### src/rtl/nop_tag_pipeline.sv
`default_nettype none
// ============================================================================
// Module   : nop_tag_pipeline
// Purpose  : NOP flag + sideband tag delay line with run-time latency tap,
//            stall, synchronous flush and in-flight occupancy count.
// Revision : 1.0  initial release
// ============================================================================
module nop_tag_pipeline #(
  parameter int TagWidth  = 8,
  parameter int MaxStages = 16,
  parameter int LatW      = 5,
  parameter int CntW      = 5
) (
  input  logic                clk,
  input  logic                aclr,
  input  logic                en,
  input  logic                flush,
  input  logic [LatW-1:0]     lat_sel,
  input  logic                NOPIn,
  input  logic [TagWidth-1:0] TagIn,
  output logic                NOPOut,
  output logic [TagWidth-1:0] TagOut,
  output logic [CntW-1:0]     inflight,
  output logic                drained
);

  logic [MaxStages-1:0]               nop_q, nop_d;
  logic [MaxStages-1:0][TagWidth-1:0] tag_q, tag_d;
  logic [LatW-1:0]                    tap_idx;
  logic [CntW-1:0]                    cnt;

  always_comb begin
    nop_d = nop_q;
    tag_d = tag_q;
    if (flush) begin
      nop_d = '1;
      tag_d = '0;
    end else if (en) begin
      nop_d = {nop_q[MaxStages-2:0], NOPIn};
      // Bubbles always enter with a zero tag so downstream never sees stale tags.
      tag_d = {tag_q[MaxStages-2:0], (NOPIn ? {TagWidth{1'b0}} : TagIn)};
    end
  end

  always_ff @(posedge clk or posedge aclr) begin
    if (aclr) begin
      nop_q <= '1;
      tag_q <= '0;
    end else begin
      nop_q <= nop_d;
      tag_q <= tag_d;
    end
  end

  // Tap index is L-1, with lat_sel clamped into 1..MaxStages.
  always_comb begin
    if (lat_sel == '0)
      tap_idx = '0;
    else if (lat_sel > LatW'(MaxStages))
      tap_idx = LatW'(MaxStages - 1);
    else
      tap_idx = lat_sel - LatW'(1);
  end

  always_comb begin
    NOPOut = 1'b1;
    TagOut = '0;
    cnt    = '0;
    for (int i = 0; i < MaxStages; i++) begin
      if (LatW'(i) == tap_idx) begin
        NOPOut = nop_q[i];
        TagOut = tag_q[i];
      end
      if ((LatW'(i) <= tap_idx) && !nop_q[i])
        cnt = cnt + CntW'(1);
    end
  end

  assign inflight = cnt;
  assign drained  = (cnt == '0);

endmodule
`default_nettype wire

### config.mk
export PLATFORM = sky130hd
export DESIGN_NAME = nop_tag_pipeline
export DESIGN_NICKNAME = d
export VERILOG_FILES = /design/src/rtl/nop_tag_pipeline.sv
export SDC_FILE = /design/constraint.sdc
export NUM_CORES = 1
export LEC_CHECK = 0
export ABC_AREA = 1
export BUFFER_PORTS_ARGS = -buffer_cell sky130_fd_sc_hd__buf_2
export CELL_PAD_IN_SITES_DETAIL_PLACEMENT = 1
export CELL_PAD_IN_SITES_GLOBAL_PLACEMENT = 1
export CORE_ASPECT_RATIO = 0.9
export CORE_MARGIN = 1.5
export CORE_UTILIZATION = 48
export CTS_BUF_LIST = sky130_fd_sc_hd__clkbuf_8
export CTS_CLUSTER_SIZE = 16
export DETAILED_ROUTE_END_ITERATION = 10
export GPL_TIMING_DRIVEN = 0
export PLACE_DENSITY = 0.93
export SETUP_SLACK_MARGIN = 0.02
export SYNTH_ARGS = -nofsm -noshare
export SYNTH_HDL_FRONTEND = slang
export SYNTH_SLANG_ARGS = --single-unit
### constraint.sdc
create_clock -name clk -period 14.7 [get_ports clk]
set_clock_uncertainty 0.1 [all_clocks]
set_input_delay 2.94 -clock clk [delete_from_list [all_inputs] [get_ports clk]]
set_output_delay 2.94 -clock clk [all_outputs]
set_load 0.03 [all_outputs]
## Word-level counts from Yosys, hierarchy flattened

Cells that the tools add are included.

- Register bits: 144
- Bits in latches: 0
- Bits in writable memories: 0
- Bits in read-only memories: 0
- Output and inout bits: 15
- Memories: 0

- $add $sub $neg: 16
- $mul: 0
- Div/mod/pow operators: 0
- Magnitude comparators: 17
- Eq/ne operators: 15
- Shift-type cells: 0
- Multiplexer cells: 55
- Bitwise gates (word level): 0
- Reductions and logical operators: 36

Operators with widths:

| kind | number |
|---|---|
| 128-bit 2-to-1 mux | 2 |
| 8-bit 2-to-1 mux | 17 |
| 5-bit 2-to-1 mux | 17 |
| 5-bit by 1-bit adder with 5-bit output (second input constant) | 15 |
| 4-bit by 5-bit equality test with 1-bit output (first input constant) | 8 |
| 4-bit by 5-bit less-or-equal comparator with 1-bit output (first input constant) | 8 |
| 16-bit 2-to-1 mux | 2 |
| 3-bit by 5-bit equality test with 1-bit output (first input constant) | 4 |
| 3-bit by 5-bit less-or-equal comparator with 1-bit output (first input constant) | 4 |
| 1-bit 2-to-1 mux | 17 |
| 1-bit logical AND | 16 |
| 1-bit logical NOT | 16 |
| 5-bit logical NOT | 3 |
| 2-bit by 5-bit equality test with 1-bit output (first input constant) | 2 |
| 1-bit by 5-bit less-or-equal comparator with 1-bit output (first input constant) | 2 |
| 2-bit by 5-bit less-or-equal comparator with 1-bit output (first input constant) | 2 |
| 1-bit by 5-bit equality test with 1-bit output (first input constant) | 1 |
| 5-bit > comparator (second input constant) | 1 |
| 5-bit by 1-bit subtractor with 5-bit output (second input constant) | 1 |
| 2-bit nonzero test | 1 |

## Logic depth before layout (Yosys ltp)

- Depth after elaboration: 37
- Mapped depth: 61
- Mapped depth without buffers: 60

## Worst setup path after synthesis

OpenSTA, ideal clock, no wires.

- Kind: input -> output
- From: input lat_sel[0]
- To: output drained
- Arrival time: 10.625 ns
- Data required time: 11.660 ns
- Slack: 1.035 ns
- Cell stages on the path: 50
- Path buffers: 1
- Path through: inv_1 > ha_1 > nand2_1 > nand2_2 > nand3_1 > nand2_1 > buf_4 > nand3_1 > nand2_1 > inv_1 > ha_1 > nand3_1 > nand2_2 > inv_1 > ha_1 > nand2_1 > nand2_1 > ha_1 > (+14 left out) > o21ai_0 > nand2_1 > ha_1 > nand2_1 > a21boi_0 > nor2_1 > o31ai_1 > ha_1 > or2_2 > nand2_1 > o21ai_1 > ha_1 > nand2_1 > a21boi_1 > nand2_1 > nor2_1 > nand2_1 > nor2_2

- Longest elaborated chain between the ends: 37
- Elaborated cells between the ends (all ways): 69

RTL lines:

| what | line | RTL |
|---|---|---|
| from (decl) | 18 | `input logic [LatW-1:0] lat_sel,` |
| 5-bit by 1-bit subtractor with 5-bit output / 5-bit > comparator (equally long branches) | 62, 59 |  |
| 5-bit 2-to-1 mux | 59 | `else if (lat_sel > LatW'(MaxStages))` |
| 5-bit 2-to-1 mux (*) | 57 | `if (lat_sel == '0)` |
| 1-bit by 5-bit less-or-equal comparator with 1-bit output | 74 | `if ((LatW'(i) <= tap_idx) && !nop_q[i])` |
| 1-bit logical AND | 74 |  |
| 1-bit 2-to-1 mux | 74 |  |
| 5-bit by 1-bit adder with 5-bit output | 75 | `cnt = cnt + CntW'(1);` |
| 5-bit 2-to-1 mux | 74 |  |
| (+21 left out) | n/a |  |
| 5-bit 2-to-1 mux | 74 |  |
| 5-bit by 1-bit adder with 5-bit output | 75 |  |
| 5-bit 2-to-1 mux | 74 |  |
| 5-bit by 1-bit adder with 5-bit output | 75 |  |
| 5-bit 2-to-1 mux | 74 |  |
| 5-bit by 1-bit adder with 5-bit output | 75 |  |
| 5-bit 2-to-1 mux (*) | 74 |  |
| 5-bit logical NOT (*) | 80 | `assign drained = (cnt == '0);` |
| to (decl) | 24 | `output logic drained` |

Mark *: on every way between the ends. The rest lies on a longest branch, timed or not.

## Worst setup path in the final report

Same ends and word-level chain as after synthesis.

==> impl_metrics.toml <==
[outcome]
status = "complete, no violations"

[place]
place.gp.congestion = 0.8424
portBuffers = 31
hpwl_um = 18910
dp_cells = 1458

[cells_and_area]
n_antenna_cell = 0
area.growth.synth_to_final_pct = 11.79
stdcell_count = 1495
layout-drive-gt1-share_pct = 14.66
nNetsFinal = 1278
fill_cells = 2328

[synthesis]
async_reset_ff_share_pct = 100.0
synthDominantCellAreaShare_pct = 36.76
netlist_area_um2 = 8715
synth_seq_area_share_pct = 41.58
synth_nets = 1222
netlist_instances = 1186
synth-warning-count = 0
ys_types = 45
yosysMostFrequentCell = "nand2_1"
ys_seq_elements = 144
synth_common_cells = "nand2_1 (267), inv_1 (195), dfrtp_1 (128), nand3_1 (119), o21ai_0 (75)"
synth_area_leaders = "dfrtp_1 (37%), nand2_1 (12%), inv_1 (8.4%), nand3_1 (6.8%), dfstp_2 (4.8%)"
synth.largest_area_cell = "dfrtp_1"
avgSynthCellArea_um2 = 7.348
synth-edff-count = 0
synthFlopType = "dfrtp_1"

[floorplan]
io_pins = 33
die_h_um = 130.8
initial_core_util_pct = 49.16
die_w_um = 145.0
num_rows = 46
fp.dieArea_um2 = 18970
coreArea_um2 = 17730

[sta]
slew-limit-headroom_pct = 7.122
period_share_pct = 96.20
setup_viol = 0
fmax_mhz = 70.71
min_period_ns = 14.14
worst_slew_pin_slew_ns = 1.383
hold_violations = 0
hold_ws_ns = 0.4027
drv_slew = 0

[setup_path]
crit_top_cell = "nand2_1"
cp-end-kind = "output port"
cp_slowest_stage_delay_ns = 0.32
crit_required_ns = 11.66
cp_slowest_cell = "or2_2"
setup.worst_path.start_class = "primary input"
critical_path_class = "in2out"
crit_arrival_ns = 11.10
crit_fanout = 10

[grt]
grt_pass1_wl_um = 43080
overflow = 0
grt_pass1_vias = 8911
grt_antenna_before_repair = 0
grt_start_max_net_pins = 83
grtUsageTotal_pct = 28.27

[detailed_routing]
via_per_inst = 5.604
drc = 0
drt_iter0_drc = 537
drt_wl_total_um = 26140
dr.pass1.iters = 5
wl_per_cell_um = 17.48
via_count = 8378
ant_nets = 0

[clock_network]
clock_path_buffers = 2
holdBufCountCts = 0
htree_levels = 4
cts_sinks = 144
cts_tree = "built"
root_buffer = "clkbuf_8"
path_clk_slew_ns = 0.08
cts_made_buffers = 17
insertion_delay_ns = 0.46

[job]
max_cap_viol_count = 0

[worst_hold_path]
worst_hold_path_type = "reg2reg"

[power]
power_density_nw_per_um2 = 82.92
leakage_nw = 4.644
ir_drop_mv = 0.07436
==> area by class of cell <==
type | count | area, µm² | area share (%)
plain buffers | 38 | 150.1 | 1.541
clock buffers | 22 | 302.8 | 3.108
clock inverters | 10 | 95.09 | 0.9761
inverters | 220 | 830.8 | 8.528
multi-input cells | 784 | 4217 | 43.28
flip-flops and latches | 144 | 3623 | 37.20
well taps | 240 | 300.3 | 3.082
repair buffers | 37 | 222.7 | 2.286
==> worst paths after layout <==
kind	depth (start not counted)	from	slack, ns	endpoint
max	52	lat_sel[0]	0.56	drained
min	2	tag_q[127]	0.40	tag_q[127]
max reg2reg	2	nop_q[2]	13.64	nop_q[2]
min reg2reg	2	tag_q[127]	0.40	tag_q[127]
max in group asynchronous	3	aclr	11.19	nop_q[10]
min in group asynchronous	2	aclr	2.49	tag_q[3]
==> critical path: cells and delay by family <==
family	cells	cell delay, ns
adders and majority gates	9	2.42
and+or+nand+nor	29	3.59
AOI/OAI and AO/OA	7	1.29
xor gates and xnor gates	1	0.19
buffers and inverters	6	0.68
==> cells by family (layout without fill, tap and decap cells) <==
group	count (synthesis)	count (layout)	share of synthesized area, %
AND/OR/NAND/NOR	528	528	27.80
buffers and inverters	258	327	11.16
AO/OA/AOI/OAI	237	237	16.78
flip-flops	144	144	41.58
adder cells (fa/ha/maj)	18	18	2.584
XOR/XNOR	1	1	0.1005
==> per-layer routing <==
metal | vias to the layer above | share of wire [%] | GRT usage (%)
li1 | 3989 | - | -
met1 | 4158 | 43 | 33.77
met2 | 176 | 51 | 52.46
met3 | 55 | 3.5 | 3.889
met4 | 0 | 2.3 | 10.61
met5 | - | 0 | 0
==> flip-flops by register name (all words and copies together), names as in the netlist <==
register / cells
tag_q: 128
nop_q: 16
==> power by group <==
| part | switching (W) | internal (W) |
|---|---|---|
| logic | 0.0000686 | 0.0000208 |
| registers | 0.000000814 | 0.000398 |
| clock network | 0.000150 | 0.000170 |
==> placed cells by master, fill, tap and decap left out, types with 3 or more instances in the layout <==
| cell | count |
|---|---|
| a22oi_1 | 14 |
| inv_1 | 197 |
| o211ai_1 | 13 |
| nand3_2 | 14 |
| nand2_1 | 265 |
| a21oi_1 | 33 |
| nand3_4 | 3 |
| buf_4 | 5 |
| o31ai_1 | 22 |
| nand2_2 | 30 |
| o2111ai_1 | 9 |
| nor2_4 | 4 |
| nor2_2 | 4 |
| inv_2 | 24 |
| nand3b_1 | 4 |
| nand3_1 | 117 |
| clkbuf_8 | 22 |
| clkinv_2 | 4 |
| nor2_1 | 68 |
| ha_1 | 16 |
| nand2_4 | 3 |
| dfrtp_1 | 128 |
| o21ai_0 | 74 |
| o221ai_1 | 3 |
| o21ai_2 | 4 |
| nor3_1 | 5 |
| or2_2 | 4 |
| clkbuf_1 | 33 |
| dfstp_2 | 16 |
| buf_2 | 30 |
| o22ai_1 | 52 |
| buf_1 | 4 |
==> through the flow <==
stage / setup TNS [ns] / cell area (µm²) / worst slack, ns / utilization, % / power [W]
floorplan: 0 / 8715 / 1.035 / - / 0.0004634
global placement: -0.2065 / 9170 / -0.2065 / 51.73 / 0.0004873
detailed placement: -0.7622 / 9203 / -0.4541 / 51.91 / 0.0004913
CTS: 0 / 9625 / 0.02330 / 54.30 / 0.0008055
global route: -0.09595 / 9742 / -0.09595 / 54.95 / 0.0008315
finish: 0 / 9742 / 0.5586 / 54.95 / 0.0008078
==> what timing repair did <==
action                     4_1_cts  5_1_grt
setup endpoints to repair        4        5
pin swaps                        0        4
setup buffers                    0        5
resized for setup                5       19
Power figures use the tool's default switching activity.
